### config.mk
export PLATFORM = sky130hd
export DESIGN_NAME = sobel_edge_detector
export DESIGN_NICKNAME = d
export VERILOG_FILES = /design/src/rtl/sobel_edge_detector.sv
export SDC_FILE = /design/constraint.sdc
export NUM_CORES = 1
export LEC_CHECK = 0
export ABC_AREA = 0
export BUFFER_PORTS_ARGS = -buffer_cell sky130_fd_sc_hd__clkbuf_2
export CORE_ASPECT_RATIO = 1.1
export CORE_MARGIN = 4
export CORE_UTILIZATION = 55
export CTS_BUF_LIST = sky130_fd_sc_hd__clkbuf_4
export DETAILED_ROUTE_END_ITERATION = 10
export PLACE_DENSITY = 0.77
export SLEW_MARGIN = 20
export SYNTH_ARGS = -nofsm -noshare
export SYNTH_HDL_FRONTEND = slang
export SYNTH_SLANG_ARGS = --single-unit
### constraint.sdc
create_clock -name clk -period 5.8 [get_ports clk]
set_input_delay 0.29 -clock clk [delete_from_list [all_inputs] [get_ports clk]]
set_output_delay 0.29 -clock clk [all_outputs]
set_load 0.02 [all_outputs]
### src/rtl/sobel_edge_detector.sv
// Sobel edge detector: scans a grayscale frame and writes |Gx|+|Gy|>>2 as a YCrCb edge map, zero border.
// Latency READ_LATENCY+5 cycles per interior column; the frame runs free once started and the read/write ports never stall.
module sobel_edge_detector #(
    parameter int WIDTH        = 640,
    parameter int HEIGHT       = 480,
    parameter int READ_LATENCY = 2
) (
    input  logic        clk,
    input  logic        reset,
    input  logic        start,
    output logic        busy,
    output logic        done,
    output logic [18:0] read_addr,
    input  logic [35:0] read_data,
    output logic [18:0] write_addr,
    output logic [35:0] write_data,
    output logic        write_enable
);
    typedef enum logic [2:0] {
        IDLE, BORDER_ROW, FETCH, CALC, WRITE, EDGE, FINISH
    } state_t;

    localparam logic [9:0]  XLAST = 10'(WIDTH - 1);
    localparam logic [8:0]  YLAST = 9'(HEIGHT - 1);
    localparam logic [2:0]  KCAP0 = 3'(READ_LATENCY);
    localparam logic [2:0]  KCAP1 = 3'(READ_LATENCY + 1);
    localparam logic [2:0]  KLAST = 3'(READ_LATENCY + 2);
    localparam logic [35:0] BLANK = {6'b0, 10'd0, 10'd512, 10'd512};

    state_t      state_q;
    logic [9:0]  x_q;
    logic [8:0]  y_q;
    logic [2:0]  k_q;
    logic        busy_q, done_q, we_q;
    logic [18:0] raddr_q, waddr_q;
    logic [35:0] wdata_q;
    logic [9:0]  win_q [3][3];
    logic [9:0]  ncol_q [2];

    logic [9:0]  pix_y;
    logic        unused_bits;
    assign pix_y       = read_data[29:20];
    assign unused_bits = ^{read_data[35:30], read_data[19:0]};

    // win_q[column][row]: column 0/1/2 = L/M/R, row 0/1/2 = T/C/B
    logic [12:0]        sum_l, sum_r, sum_t, sum_b;
    logic signed [12:0] gx, gy;
    logic [12:0]        ax, ay;
    logic [13:0]        mag;
    logic [9:0]         edge_val;

    always_comb begin
        sum_l    = 13'(win_q[0][0]) + 13'({win_q[0][1], 1'b0}) + 13'(win_q[0][2]);
        sum_r    = 13'(win_q[2][0]) + 13'({win_q[2][1], 1'b0}) + 13'(win_q[2][2]);
        sum_t    = 13'(win_q[0][0]) + 13'({win_q[1][0], 1'b0}) + 13'(win_q[2][0]);
        sum_b    = 13'(win_q[0][2]) + 13'({win_q[1][2], 1'b0}) + 13'(win_q[2][2]);
        gx       = sum_r - sum_l;
        gy       = sum_b - sum_t;
        ax       = gx[12] ? $unsigned(-gx) : $unsigned(gx);
        ay       = gy[12] ? $unsigned(-gy) : $unsigned(gy);
        mag      = {1'b0, ax} + {1'b0, ay};
        edge_val = (mag[13:12] != 2'b00) ? 10'd1023 : mag[11:2];
    end

    always_ff @(posedge clk or negedge reset) begin
        if (!reset) begin
            state_q <= IDLE;
            x_q     <= '0;
            y_q     <= '0;
            k_q     <= '0;
            busy_q  <= 1'b0;
            done_q  <= 1'b0;
            we_q    <= 1'b0;
            raddr_q <= '0;
            waddr_q <= '0;
            wdata_q <= '0;
            for (int c = 0; c < 3; c++)
                for (int r = 0; r < 3; r++)
                    win_q[c][r] <= '0;
            ncol_q[0] <= '0;
            ncol_q[1] <= '0;
        end else begin
            we_q   <= 1'b0;
            done_q <= 1'b0;
            case (state_q)
                IDLE, FINISH: begin
                    if (start) begin
                        state_q <= BORDER_ROW;
                        x_q     <= '0;
                        y_q     <= '0;
                        busy_q  <= 1'b1;
                        we_q    <= 1'b1;
                        waddr_q <= '0;
                        wdata_q <= BLANK;
                        for (int c = 0; c < 3; c++)
                            for (int r = 0; r < 3; r++)
                                win_q[c][r] <= '0;
                    end else begin
                        state_q <= IDLE;
                    end
                end
                BORDER_ROW: begin
                    if (x_q != XLAST) begin
                        x_q     <= x_q + 10'd1;
                        we_q    <= 1'b1;
                        waddr_q <= {y_q, x_q + 10'd1};
                        wdata_q <= BLANK;
                    end else if (y_q == 9'd0) begin
                        state_q <= FETCH;
                        x_q     <= '0;
                        y_q     <= 9'd1;
                        k_q     <= '0;
                        raddr_q <= '0;
                    end else begin
                        state_q <= FINISH;
                        busy_q  <= 1'b0;
                        done_q  <= 1'b1;
                    end
                end
                FETCH: begin
                    // read_addr is loaded one cycle ahead so it is visible during k=0,1,2
                    if (k_q == 3'd0) raddr_q <= {y_q, x_q};
                    if (k_q == 3'd1) raddr_q <= {y_q + 9'd1, x_q};
                    if (k_q == KCAP0) ncol_q[0] <= pix_y;
                    if (k_q == KCAP1) ncol_q[1] <= pix_y;
                    if (k_q == KLAST) begin
                        win_q[0]    <= win_q[1];
                        win_q[1]    <= win_q[2];
                        win_q[2][0] <= ncol_q[0];
                        win_q[2][1] <= ncol_q[1];
                        win_q[2][2] <= pix_y;
                        k_q         <= '0;
                        state_q     <= CALC;
                    end else begin
                        k_q <= k_q + 3'd1;
                    end
                end
                CALC: begin
                    state_q <= WRITE;
                    if (x_q != 10'd0) begin
                        we_q    <= 1'b1;
                        waddr_q <= {y_q, x_q - 10'd1};
                        wdata_q <= {6'b0, (x_q == 10'd1) ? 10'd0 : edge_val, 10'd512, 10'd512};
                    end
                end
                WRITE: begin
                    if (x_q != XLAST) begin
                        x_q     <= x_q + 10'd1;
                        state_q <= FETCH;
                        raddr_q <= {y_q - 9'd1, x_q + 10'd1};
                    end else begin
                        state_q <= EDGE;
                        we_q    <= 1'b1;
                        waddr_q <= {y_q, XLAST};
                        wdata_q <= BLANK;
                    end
                end
                EDGE: begin
                    y_q <= y_q + 9'd1;
                    x_q <= '0;
                    if (y_q + 9'd1 != YLAST) begin
                        state_q <= FETCH;
                        k_q     <= '0;
                        raddr_q <= {y_q, 10'd0};
                    end else begin
                        state_q <= BORDER_ROW;
                        we_q    <= 1'b1;
                        waddr_q <= {y_q + 9'd1, 10'd0};
                        wdata_q <= BLANK;
                    end
                end
                default: state_q <= IDLE;
            endcase
        end
    end

    assign busy         = busy_q;
    assign done         = done_q;
    assign read_addr    = raddr_q;
    assign write_addr   = waddr_q;
    assign write_data   = wdata_q;
    assign write_enable = we_q;
endmodule

== Word-level counts from Yosys, hierarchy flattened ==
Index checks and enable logic that the tools add are counted.
Storage, ports and cells
  flip-flop bits (word level): 212
  output and inout bits: 77
  input bits: 39
  logic and storage cells: 148
Operators by class
  $add $sub $neg: 18
  multiplexer cells: 60
  reduce and logical (&&, ||, !) cells: 23
  equal/unequal tests: 26
Operators with widths (number)
  19-bit 2-to-1 mux: 11
  36-bit 2-to-1 mux: 5
  90-bit 2-to-1 mux: 2
  36-bit case mux with 5 select lines: 1
  90-bit case mux with 2 select lines: 1
  19-bit case mux with 5 select lines: 1
  19-bit case mux with 4 select lines: 1
  10-bit 2-to-1 mux: 6
  12-bit by 10-bit adder with 13-bit output: 4
  10-bit by 11-bit adder with 12-bit output: 4
  10-bit case mux with 4 select lines: 1
  9-bit 2-to-1 mux: 3
  9-bit case mux with 3 select lines: 1
  13-bit 2-to-1 mux: 2
  13-bit negation: 2
  13-bit subtractor: 2
  3-bit 2-to-1 mux: 8
  2-bit inequality test (second input constant): 11
  3-bit case mux with 6 select lines: 1
  4-bit AND reduction: 4
  13-bit by 13-bit adder with 14-bit output: 1
  3-bit by 2-bit == test with 1-bit output (second input constant): 4
  3-bit == test (second input constant): 4
  1-bit 2-to-1 mux: 12
  other kinds (25): 35

== Longest topological paths before layout ==
Gate-level depths: netlist of run 1.
  depth in word-level cells: 11
  mapped depth: 24

== Worst setup path before layout of run 1 ==
Ideal clock, no wire load.
  path type: register to register
  from: reg win_q[25] (netlist name)
  to: reg wdata_q[23], in the netlist write_data[23]
  path slack: -0.070 ns
  buffers on the path: 1
  cell stages (with the launch flop): 23
  data arrival time: 5.748 ns
  setup time: 0.122 ns
  cells stage by stage: dfrtp_1 -> inv_1 -> fa_1 -> fa_1 -> inv_1 -> fa_1 -> inv_1 -> ha_1 -> and3_1 -> a221oi_2 -> o211ai_1 -> a21o_1 -> a21o_1 -> buf_2 -> mux2_2 -> ha_1 -> a31o_2 -> a21oi_1 -> o21ai_0 -> a311o_1 -> a41o_1 -> nor2_1 -> o21ai_1
On the way
  longest elaborated chain between the ends: 11
  elaborated cells on any way between the ends: 15
  classes of those cells: add/sub (8); mux (6); reduce/logical (1)
RTL lines
  start: declaration: RTL line 37  | logic [9:0] win_q [3][3];
  10-bit by 11-bit adder with 12-bit output: RTL line 54  | sum_r = 13'(win_q[2][0]) + 13'({win_q[2][1], 1'b0}) + 13'(win_q[2][2]);
  12-bit by 10-bit adder with 13-bit output: RTL line 54
  13-bit subtractor: RTL line 57  | gx = sum_r - sum_l;
  13-bit negation: RTL line 59  | ax = gx[12] ? $unsigned(-gx) : $unsigned(gx);
  13-bit 2-to-1 mux: RTL line 59
  13-bit by 13-bit adder with 14-bit output *: RTL line 61  | mag = {1'b0, ax} + {1'b0, ay};
  2-bit nonzero test: RTL line 62  | edge_val = (mag[13:12] != 2'b00) ? 10'd1023 : mag[11:2];
  10-bit 2-to-1 mux *: RTL line 62
  10-bit 2-to-1 mux *: RTL line 143  | wdata_q <= {6'b0, (x_q == 10'd1) ? 10'd0 : edge_val, 10'd512, 10'd512};
  36-bit 2-to-1 mux *: RTL line 140  | if (x_q != 10'd0) begin
  36-bit case mux with 5 select lines *: RTL line 85  | case (state_q)
  end signal: assignment: RTL line 143
  end: declaration: RTL line 36  | logic [35:0] wdata_q;
Mark *: on every way between the ends. The rest lies on a longest branch, timed or not. The select of a mux whose other input is x is not followed.
A chain may end at the register's enable or synchronous reset.

== Worst setup path after layout of run 1 ==
  from: reg win_q[82] (netlist name)
  to: reg wdata_q[22], in the netlist write_data[22]
On the way
  longest elaborated chain between the ends: 11
  elaborated cells on any way between the ends: 16
  classes of those cells: add/sub (9); mux (6); reduce/logical (1)
RTL lines (RTL line)
  10-bit by 11-bit adder with 12-bit output (on tied branches): 53, 55
  12-bit by 10-bit adder with 13-bit output (on tied branches): 53, 55
  13-bit subtractor (on tied branches): 57, 58
  13-bit negation (on tied branches): 59, 60
  13-bit 2-to-1 mux (on tied branches): 59, 60
  13-bit by 13-bit adder with 14-bit output *: 61
  2-bit nonzero test: 62
  10-bit 2-to-1 mux *: 62
  10-bit 2-to-1 mux *: 143
  36-bit 2-to-1 mux *: 140
  36-bit case mux with 5 select lines *: 85
Marked as above.

==> summary.md, run 1 <==
| Metric | Value |
|---|---|
| Status | `complete, no violations` |
| Top sig layer | `met4` |
| Post-Syn Area | `0.01289 mm^2` |
| Syn Inst Count | `1,308` |
| Critical Path Max Stage Delay | `0.55 ns` |
| CTS root buf | `clkbuf_4` |
| CTS max path bufs | `2` |
| Die Wd | `154.0 um` |
| Worst-Margin Slew | `0.8673 ns` |
| Setup crit end kind | `flop` |
| Met3 WL | `1599 um` |
| CTS Buf Count | `17` |
| CP cell instances | `inv_1 > fa_1 > fa_1 > inv_1 > fa_1 > inv_1 > fa_1 > a21o_1 > a211o_1 > a221o_1 > a21o_1 > and4b_1 > nor2_1 > xnor2_1 > ha_1 > a21o_1 > nand2_1 > nand2_1 > a41o_4 > nor2_1 > o21ai_1` |
| Max VDD drop | `117.9 uV` |
| Initial DRC Count | `between 600 and 700` |
| I/O pin cnt | `116` |
| Fin crit share | `96.95%` |
| Compound-gate portion of the synthesized area | `19.26%` |
| Gr ovfl total | `0` |
| Asr flop ratio synth | `100.0%` |
| Leak Pwr | `approximately 6.4 nW` |
| Worst path slowest cell | `fa_1` |
| Final design utilization | `about three fifths` |
| Layout cell share with drive strength beyond 1 | `15.57%` |
| Initial antenna violation count | `1` |
| Placer Congestion | `0.9074` |
| Fin crit period | `~5.6 ns` |
| CP Launch Type | `flop` |
| Final Hold Viols | `0` |
| Max-slew violation count | `0` |
| Synth Area in Simple Gates | `11.66%` |
| Max-cap viol count | `0` |
| CP Max Fanout | `8` |
| Worst path required time | `6.31 ns` |
| Fmax | `~0.18 GHz` |
| Seq/Total Area, Yosys | `36.29%` |
| Global-route usage over all layers | `22.35%` |
| Main combinational cell family by area after synthesis | `compound AO/OA/AOI/OAI gates` |
| YS warnings | `0` |
| Detail Placement HPWL | `20,630 um` |
| Core box area | `0.02300 mm^2` |
| Adder-cell share of the synthesized area | `~18%` |
| #FFs+latches synth | `between 150 and 200` |
| WL met1 | `about 13,000 um` |
| Routed wl met2 | `13,340 um` |
| Top post-synthesis cells by area | `dfrtp_1, fa_1, a22o_1, ha_1, inv_1` |
| DRC violation count after routing | `0` |
| Initial Utilization | `56.05%` |
| Detailed Routing Iterations Pass 1 | `5` |
| Pwr/cell area | `149.1 mW/mm^2` |
| Synth Area in XOR/XNOR | `3.940%` |
| Slew HR | `42.04%` |
| CP Buf/Inv Count | `3` |
| Post-synth top area share | `36.29%` |
| Critical path's most frequent cell | `fa_1` |
| Most instantiated cells after synthesis | `dfrtp_1, inv_1, a22o_1, nor2_1, fa_1` |
| # setup viols final | `0` |
| HP Class | `in2reg` |
| Setup ws final | `0.1767 ns` |
| Sink Count | `187` |
| Post-synthesis mux area share | `2.853%` |
| Post-DRT Antenna Nets | `0` |
| Fillers | `just under 2,000` |
| Critical path class | `reg2reg` |
| Num rows | `between 50 and 60` |
| Chip height | `168.6 um` |
| CTS tree | `done` |
| Vias per cell | `5.810` |
| Largest net degree at the start of global routing | `87` |
| Unrepaired setup endpoints after global routing | `true` |
| CP startpoint | `win_q[82]$_DFFE_PN0P_` |
| H-tree depth | `4` |
| Number of flops mapped to enable cells by yosys | `0` |
| Routed WL | `28,670 um` |
| Final nets | `about 1,500` |
| DIE AREA | `0.02596 mm^2` |
| First-pass GRT wire length | `48,230 um` |
| Count leader, synth | `dfrtp_1` |
| CP arrival | `6.13 ns` |
| Place WS | `-0.04572 ns` |
| Yosys cell types | `78` |
| Routed length per instance | `16.99 um` |
| Setup Skew | `0.02109 ns` |
| Mean Syn Cell Area | `9.858 um^2` |
| Vias in the first global route | `between 9,000 and 10,000` |
| Post-synth top area cell | `dfrtp_1` |
| Top FF cell, synth | `dfrtp_1` |
| Area growth syn-to-layout | `8.665%` |
| HP Start | `start` |
| Clock transition at path regs | `0.17 ns` |
| Origin of the critical flop-to-flop path | `win_q[82]$_DFFE_PN0P_` |
| PortBufs | `65` |
| Number of vias in the routed layout | `9,808` |
| Top cell family by delay on the critical path | `adder cells` |
| Clk Latency, worst-skew pair | `0.61 ns` |
where the power goes:
part	total [mW]	switching, mW	internal, mW
sequential	1.31	0.00184	1.31
clock	0.723	0.494	0.229
combinational	0.0559	0.0439	0.0119
total	2.09	0.540	1.55
repair_timing:
action,4_1_cts,5_1_grt
setup endpoints to repair,10,10
hold buffers,11,0
endpoints found under the hold margin,114,0
gates resized for setup,2,30
buffers inserted,2,10
pin swaps,1,27
flip-flops by register name (all words and copies together), names as in the netlist:
signal        cells
read_addr        19
write_addr       19
ncol_q           20
y_q               9
write_enable      1
k_q               3
busy              1
state_q           3
x_q              10
win_q            90
write_data       11
done              1
path summary, 6_finish.rpt:
check,depth (start not counted),slack (ns),end
max in group asynchronous,3,4.37,win_q[2]$_DFFE_PN0P_
worst min register to register,1,0.50,win_q[17]$_DFFE_PN0P_
worst min-delay path,3,0.18,busy$_DFFE_PN0P_
worst max-delay path,21,0.18,write_data[22]$_DFFE_PN0P_
min in group asynchronous,2,0.27,write_addr[5]$_DFFE_PN0P_
worst max register to register,21,0.18,write_data[22]$_DFFE_PN0P_
cells in the final DEF, fill, tap and decap left out, types with 7 or more instances in the layout:
master / n
and2_1: 12
buf_4: 40
nand2_1: 74
and3_1: 13
fa_1: 78
conb_1: 24
nor2_1: 90
o21ai_0: 55
a22oi_1: 10
a22o_1: 99
nor3_1: 16
xnor2_1: 28
o31ai_1: 13
a21o_1: 18
nor2b_1: 8
clkbuf_4: 18
ha_1: 53
a21oi_1: 66
inv_1: 145
xor2_1: 27
dfrtp_1: 186
mux2_2: 29
dlygate4sd3_1: 11
o21bai_1: 7
o21ai_1: 21
nand2b_1: 13
nand3_1: 23
clkbuf_2: 65
layout make-up:
class / count / area (um^2) / share of cell area, %
antenna: 1 / 2.502 / 0.01786
inverter: 146 / 548.0 / 3.911
clock buffer: 18 / 135.1 / 0.9645
sequential: 187 / 4681 / 33.41
clock inverter: 14 / 135.1 / 0.9645
multi-input combinational: 904 / 7373 / 52.63
tap: 300 / 375.4 / 2.679
timing repair buffer: 118 / 760.7 / 5.430
per-layer routing:
metal / GRT usage, % / up-vias
met4: 6.068 / 0
met5: 0 / -
met1: 33.63 / 4885
met3: 3.784 / 34
met2: 33.83 / 285
li1: - / 4604
metrics by stage:
| stage | hold slack [ns] | cell area, um^2 | TNS (ns) | instances | power (mW) |
|---|---|---|---|---|---|
| 5_1_grt | 0.1633 | 14010 | -0.08052 | 1688 | 2.168 |
| 3_5_place_dp | 0.3926 | 13390 | -0.3004 | 1632 | 1.386 |
| 4_1_cts | 0.1509 | 13790 | 0 | 1677 | 2.109 |
| 6_report | 0.1800 | 14010 | 0 | 1688 | 2.089 |
| 3_3_place_gp | 0.3742 | 13390 | 0 | 1632 | 1.384 |
| 2_1_floorplan | -0.005591 | 12980 | 0 | 1331 | 1.363 |
worst register-to-register path: stages, from the launching register on:
cell     delay (ns)
dfrtp_1        0.42
inv_1          0.11
fa_1           0.45
fa_1           0.55
inv_1          0.06
fa_1           0.54
inv_1          0.09
fa_1           0.54
a21o_1         0.25
a211o_1        0.32
a221o_1        0.40
a21o_1         0.16
and4b_1        0.24
nor2_1         0.05
xnor2_1        0.12
ha_1           0.40
a21o_1         0.21
nand2_1        0.06
nand2_1        0.07
a41o_4         0.29
nor2_1         0.12
o21ai_1        0.07
cells by family (layout without fill, tap and decap cells):
logic type / Yosys count / in the layout
AOI/OAI and AO/OA: 356 / 356
xor gates and xnor gates: 58 / 58
adders and majority gates: 134 / 134
buffers and inverters: 240 / 296
DFF: 187 / 187
muxes: 33 / 33
other: 1 / 25
and+or+nand+nor: 299 / 299
No activity file was read; power rests on OpenSTA's default activity.
==> inputs of run 2 (changes only) <==
CORE_ASPECT_RATIO = default   (was 1.1)
==> run 2 against run 1 <==
Combinational power hardly changed. Hold slack worse by 0.0042 ns. Flip-flop and latch count is the same. Count of clock-buffer cells in the layout down 1. Core utilization about the same. Via count shrank 0.97%. First-iteration DRC count rose by 29%. Clock skew up 0.0041 ns. Wire length is 1.8% lower. Register-to-register slack better by 0.08 ns.
==> summary.md, run 2 (synthesized netlist as in run 1, its figures left out) <==
| Metric | Value |
|---|---|
| Status | `complete, no violations` |
| Most common cell after layout, fill and taps aside | `dfrtp_1` |
| Post-route setup TNS | `0 ns` |
| Largest net degree at the start of global routing | `approximately 120` |
| Largest regs | `win_q (90), ncol_q (20)` |
| Initial Utilization | `56.43%` |
| Internal | `1.549 mW` |
| Met1 usage | `roughly 34%` |
| # setup viols final | `0` |
| Chip height | `roughly 160 um` |
| Clock share of power | `34.9%` |
| Reg2reg end | `write_data[29]$_DFFE_PN0P_` |
| Initial antenna violation count | `1` |
| DIE AREA | `~0.026 mm^2` |
| CP arrival | `6.04 ns` |
| Vias in the first global route | `9,344` |
| Fin crit share | `a little over nine tenths` |
| CTS root buf | `clkbuf_4` |
| M2 GR Usage | `32.12%` |
| Initial DRC Count | `864` |
| Fin crit period | `5.541 ns` |
| DRC violation count after routing | `0` |
| PortBufs | `65` |
| GRT met3 Usage | `3.598%` |
| Hold Slack | `roughly 0.18 ns` |
| Core box area | `0.02285 mm^2` |
| Final Hold Viols | `0` |
| Routed WL | `28,170 um` |
| Sw Share | `26.14%` |
| CP Launch Type | `flop` |
| Layout cell share with drive strength beyond 1 | `14.47%` |
| GRT busiest layer | `met1` |
| Fmax | `between 0.15 and 0.2 GHz` |
| Worst Setup EP | `write_data[29]$_DFFE_PN0P_` |
| Multi-input gate area | `0.007341 mm^2` |
| Detail Placement HPWL | `about 20,000 um` |
| Area growth syn-to-layout | `7.977%` |
| Max reg flops | `90` |
| Worst path required time | `6.30 ns` |
| Comb pwr share | `2.7%` |
| Setup crit end kind | `flop` |
| Max VDD drop | `approximately 110 uV` |
| Die Wd | `161.1 um` |
| Reg-to-reg slack, setup | `0.26 ns` |
| CTS Buf Count | `17` |
| I/O pin cnt | `approximately 120` |
| Num rows | `55` |
| HP Class | `in2reg` |
| Number of vias in the routed layout | `9,713` |
| Clk Latency, worst-skew pair | `0.60 ns` |
| Design Area, Final | `0.01392 mm^2` |
| Critical path class | `reg2reg` |
| Pwr/cell area | `150.6 mW/mm^2` |
| Reg2reg path depth | `25` |
| Fillers | `slightly below 2,000` |
| Sw Pwr | `0.5482 mW` |
| Leak Pwr | `6.342 nW` |
| Placer Congestion | `slightly above 0.9` |
| Max-cap viol count | `0` |
| CP startpoint | `win_q[7]$_DFFE_PN0P_` |
| Slew HR | `around 37%` |
| CP Max Fanout | `11` |
| Global-route usage over all layers | `22.02%` |
| Pwr Total | `2.097 mW` |
| First-pass GRT wire length | `47,560 um` |
| Worst-Margin Slew | `0.9412 ns` |
| Max-slew violation count | `0` |
| CTS tree | `done` |
| Highest-count cells in the layout ignoring fill and taps | `dfrtp_1, inv_1, a22o_1, nor2_1, fa_1` |
| Most flop-heavy register | `win_q` |
| Sink Count | `187` |
| Cell Area, Placed | `approximately 0.013 mm^2` |
| Setup Skew | `0.02521 ns` |
| Final nets | `1,535` |
| Reg power frac | `between 60% and 70%` |
| Routed length per instance | `16.68 um` |
| Clock transition at path regs | `0.16 ns` |
| Vias per cell | `5.751` |
| Detailed Routing Iterations Pass 1 | `7` |
| H-tree depth | `4` |
| Origin of the critical flop-to-flop path | `win_q[7]$_DFFE_PN0P_` |
| Gr ovfl total | `0` |
| CTS max path bufs | `2` |
| Post-DRT Antenna Nets | `0` |
| Register area | `0.004679 mm^2` |
==> run 2: cell types whose count changed in the layout (fill, tap and decap cells not counted), sizes merged <==
cell / delta
clkinv: +1
inv: -2
clkinvlp: +2
buf: -11
clkbuf: -2
==> run 2: repair_timing <==
action,CTS,global route
resized for setup,0,24
setup buffers,0,6
hold buffers,11,0
hold endpoints to repair,141,0
endpoints found under the setup margin,0,10
==> run 2: worst max-delay path, stage by stage (launching register included) <==
cell      delay, ns
dfrtp_1        0.42
inv_1          0.11
fa_1           0.54
inv_1          0.05
fa_1           0.47
inv_1          0.05
fa_1           0.52
inv_1          0.04
ha_1           0.40
a21oi_2        0.18
o21ai_0        0.11
a41oi_2        0.20
o21bai_1       0.09
a21o_1         0.20
buf_4          0.18
nand2b_1       0.17
xnor2_2        0.14
ha_1           0.29
a21o_1         0.18
a21oi_1        0.14
nor2b_1        0.06
a311o_1        0.37
buf_4          0.16
a31oi_1        0.14
and3b_1        0.17
o21ai_1        0.05
==> run 2: worst min path at each step <==
stage	start	endpoint	cells past startpoint
2_1_floorplan	reset	busy$_DFFE_PN0P_	0
3_3_place_gp	reset	write_addr[17]$_DFFE_PN0P_	1
3_5_place_dp	reset	write_addr[13]$_DFFE_PN0P_	1
4_1_cts	start	busy$_DFFE_PN0P_	3
5_1_grt	start	busy$_DFFE_PN0P_	3
6_report	start	busy$_DFFE_PN0P_	3
==> run 2: routing by layer <==
layer | vias to the layer above | wire length (um)
met1 | 4799 | 13580
met5 | - | 0
met2 | 295 | 12560
li1 | 4587 | -
met3 | 32 | 1632
met4 | 0 | 397
==> run 2: power by group through the flow <==
stage	sequential [mW]	combinational [mW]	clock [mW]
6_report	1.31	0.0557	0.732
5_1_grt	1.31	0.0638	0.815
4_1_cts	1.31	0.0574	0.755
3_5_place_dp	1.33	0.0515	0
2_1_floorplan	1.33	0.0293	0
3_3_place_gp	1.33	0.0509	0
==> run 2: area by class of cell <==
class	instances	share of cell area [%]
clock buffer	17	0.9167
timing repair buffer	106	4.835
sequential	187	33.61
inverter	146	3.936
multi-input combinational	904	52.73
antenna	1	0.01797
tap	313	2.813
clock inverter	15	1.141
==> run 2: stage by stage <==
step	util [%]	std cells	worst slack (ns)
detailed placement	58.48	1639	0.08458
finish	60.94	1689	0.2588
global route	60.94	1689	-0.02714
global placement	58.48	1639	0.1229
CTS	60.22	1682	0.006311
floorplan	-	1331	0.04628
==> inputs of run 3 (changes only) <==
ABC_AREA = 1   (was 0)
PLACE_DENSITY = 0.76   (was 0.77)
==> run 3 against run 2 <==
Global-route usage rose by 1.6 points. Die area increased by 1.8%. Non-clock buffer count decreased by 18. Clock power about the same. Area after synthesis grew 1.9%. First-iteration DRC count down 7.1%. Total power grew 0.41%. Via count grew 11%. Count of clock-buffer cells in the layout is the same. Combinational power rose by 16%. Clock skew grew 0.019 ns. Critical endpoint is now write_data[21]$_DFFE_PN0P_. Largest power group unchanged.
==> summary.md, run 3 <==
| Metric | Value |
|---|---|
| Core box area | `0.02347 mm^2` |
| Placer Congestion | `around 0.90` |
| CP Max Fanout | `10` |
| Vias in the first global route | `just over 10,000` |
| Critical path class | `reg2reg` |
| Vias per cell | `5.328` |
| Detail Placement HPWL | `approximately 23,000 um` |
| DIE AREA | `0.02642 mm^2` |
| YS warnings | `0` |
| Pwr/cell area | `150.2 mW/mm^2` |
| Pwr Total | `2.106 mW` |
| Most flop-heavy register | `win_q` |
| Fin crit share | `slightly above 90%` |
| CTS tree | `done` |
| Routed length per instance | `15.29 um` |
| Synth Area in XOR/XNOR | `2.001%` |
| Max VDD drop | `137.0 uV` |
| Final design utilization | `59.73%` |
| Number of vias in the routed layout | `10,735` |
| CP Buf/Inv Count | `6` |
| Worst-Margin Slew | `around 1 ns` |
| Clk Latency, worst-skew pair | `0.60 ns` |
| Asr flop ratio synth | `100.0%` |
| Mean Syn Cell Area | `8.072 um^2` |
| Post-synth top area cell | `dfrtp_1` |
| Post-synthesis mux area share | `0%` |
| Setup crit end kind | `flop` |
| Critical path's most frequent cell | `nand2_1` |
| Worst path slowest cell | `fa_1` |
| Top cell family by delay on the critical path | `adder cells` |
| DRC violation count after routing | `0` |
| Fillers | `2,090` |
| H-tree depth | `4` |
| Most common cell after layout, fill and taps aside | `nand2_1` |
| Placed cells | `1,970` |
| Initial DRC Count | `803` |
| First-pass GRT wire length | `51,070 um` |
| Sink Count | `187` |
| Leak Pwr | `7.541 nW` |
| HP Class | `in2reg` |
| I/O pin cnt | `116` |
| Num rows | `56` |
| CTS Buf Count | `17` |
| Max-slew violation count | `0` |
| Final Hold Viols | `0` |
| Area growth syn-to-layout | `6.745%` |
| Detailed Routing Iterations Pass 1 | `8` |
| Max-cap viol count | `0` |
| Clock transition at path regs | `0.19 ns` |
| Synth Area in Simple Gates | `between 20% and 30%` |
| Reg-to-reg slack, setup | `0.45 ns` |
| Layout cell share with drive strength beyond 1 | `about a tenth` |
| Max reg flops | `90` |
| PortBufs | `65` |
| # setup viols final | `0` |
| Critical Path Max Stage Delay | `0.55 ns` |
| CTS max path bufs | `2` |
| Unrepaired setup endpoints after global routing | `false` |
| Initial antenna violation count | `1` |
| Main combinational cell family by area after synthesis | `simple AND/OR/NAND/NOR gates` |
| Final nets | `between 1,500 and 2,000` |
| Seq/Total Area, Yosys | `approximately 36%` |
| Largest regs | `win_q (90), ncol_q (20)` |
| Status | `complete, no violations` |
| Yosys cell types | `between 40 and 50` |
| Count leader, synth | `nand2_1` |
| Post-synth top area share | `between 30% and 40%` |
| Highest-count cells in the layout ignoring fill and taps | `nand2_1, inv_1, dfrtp_1, nand3_1, o21ai_0` |
| Non-Filler Instances | `about 2,000` |
| Chip height | `162.5 um` |
| Syn Inst Count | `1,627` |
| Routed WL | `approximately 31,000 um` |
| Slew HR | `34.12%` |
| Gr ovfl total | `0` |
| Top post-synthesis cells by area | `dfrtp_1, fa_1, nand2_1, inv_1, nand3_1` |
| Initial Utilization | `a little under three fifths` |
| Post-Syn Area | `0.01313 mm^2` |
| Register area | `0.004679 mm^2` |
| Adder-cell share of the synthesized area | `17.22%` |
| Fmax | `0.1868 GHz` |
| Fin crit period | `approximately 5.4 ns` |
| Global-route usage over all layers | `between 20% and 30%` |
| Number of flops mapped to enable cells by yosys | `0` |
| Compound-gate portion of the synthesized area | `11.61%` |
| Worst path required time | `approximately 6.3 ns` |
| CP arrival | `5.84 ns` |
| Top FF cell, synth | `dfrtp_1` |
| Multi-input gate area | `0.007033 mm^2` |
| Setup Skew | `around 0.044 ns` |
| Post-route setup TNS | `0 ns` |
| CTS root buf | `clkbuf_4` |
| #FFs+latches synth | `187` |
| Post-DRT Antenna Nets | `0` |
| CP Launch Type | `flop` |
| Largest net degree at the start of global routing | `a little under 90` |
| Die Wd | `approximately 160 um` |
| Most instantiated cells after synthesis | `nand2_1, inv_1, dfrtp_1, nand3_1, o21ai_0` |
-- run 3: cell types whose count changed in the layout (fill, tap and decap cells not counted), moves of 17 or more --
cell and change:
o22ai_1 +72, inv_1 +137, o21ai_0 +49, xnor2_1 -21
a21oi_1 -37, nand3_1 +131, mux2_2 -30, a22o_1 -99
a21o_1 -18, nand2_1 +269, buf_4 -17
-- run 3: power breakdown --
part | total, mW | internal, mW | switching (mW)
registers | 1.31 | 1.31 | 0.000576
clock network | 0.735 | 0.227 | 0.508
logic | 0.0645 | 0.0124 | 0.0521
-- run 3: timing repair --
| item | in CTS | in global routing |
|---|---|---|
| hold buffers | 11 | 0 |
| buffers inserted | 0 | 2 |
| setup endpoints to repair | 0 | 10 |
| gates resized for setup | 0 | 3 |
| endpoints found under the hold margin | 92 | 0 |
-- run 3: worst paths after layout --
path	from	to	cells past startpoint
max	win_q[85]$_DFFE_PN0P_	write_data[21]$_DFFE_PN0P_	27
min	read_data[29]	ncol_q[9]$_DFFE_PN0P_	3
max reg2reg	win_q[85]$_DFFE_PN0P_	write_data[21]$_DFFE_PN0P_	27
min reg2reg	read_addr[7]$_DFFE_PN0P_	read_addr[7]$_DFFE_PN0P_	2
max in group asynchronous	reset	win_q[32]$_DFFE_PN0P_	3
min in group asynchronous	reset	write_data[21]$_DFFE_PN0P_	2
-- run 3: area by class of cell --
type,count,area share [%]
Sequential cell,187,33.38
Tap cell,319,2.847
Inverter,291,7.791
Antenna cell,1,0.01785
Clock buffer,17,0.9103
Timing Repair Buffer,88,3.811
Clock inverter,14,1.080
Multi-Input combinational cell,1098,50.17
-- run 3: metrics by stage --
step	worst slack, ns	area, um^2	hold WS [ns]
2_1_floorplan	0.7996	13220	-0.005591
3_3_place_gp	0.4621	13610	0.3350
3_5_place_dp	0.3694	13610	0.3427
4_1_cts	0.3198	14000	0.06913
5_1_grt	0.06992	14020	0.06135
6_report	0.4477	14020	0.1068
-- run 3: worst min-delay path, stage by stage --
cell      delay, ns
clkbuf_2       0.07
inv_1          0.11
o21ai_0        0.20
-- run 3: cells by family after synthesis --
kind of cell    count (synthesis)
xor+xnor                       30
buf+inv                       365
fa+ha+maj                     134
other cells                     1
simple gates                  649
compound gates                261
flops                         187
-- run 3: metal layers --
| layer | global-route usage, % | vias to the layer above | routed length, um |
|---|---|---|---|
| li1 | - | 5294 | - |
| met1 | 32.70 | 5093 | 13760 |
| met2 | 39.62 | 298 | 15110 |
| met3 | 2.658 | 50 | 1303 |
| met4 | 7.472 | 0 | 627 |
| met5 | 0 | - | 0 |
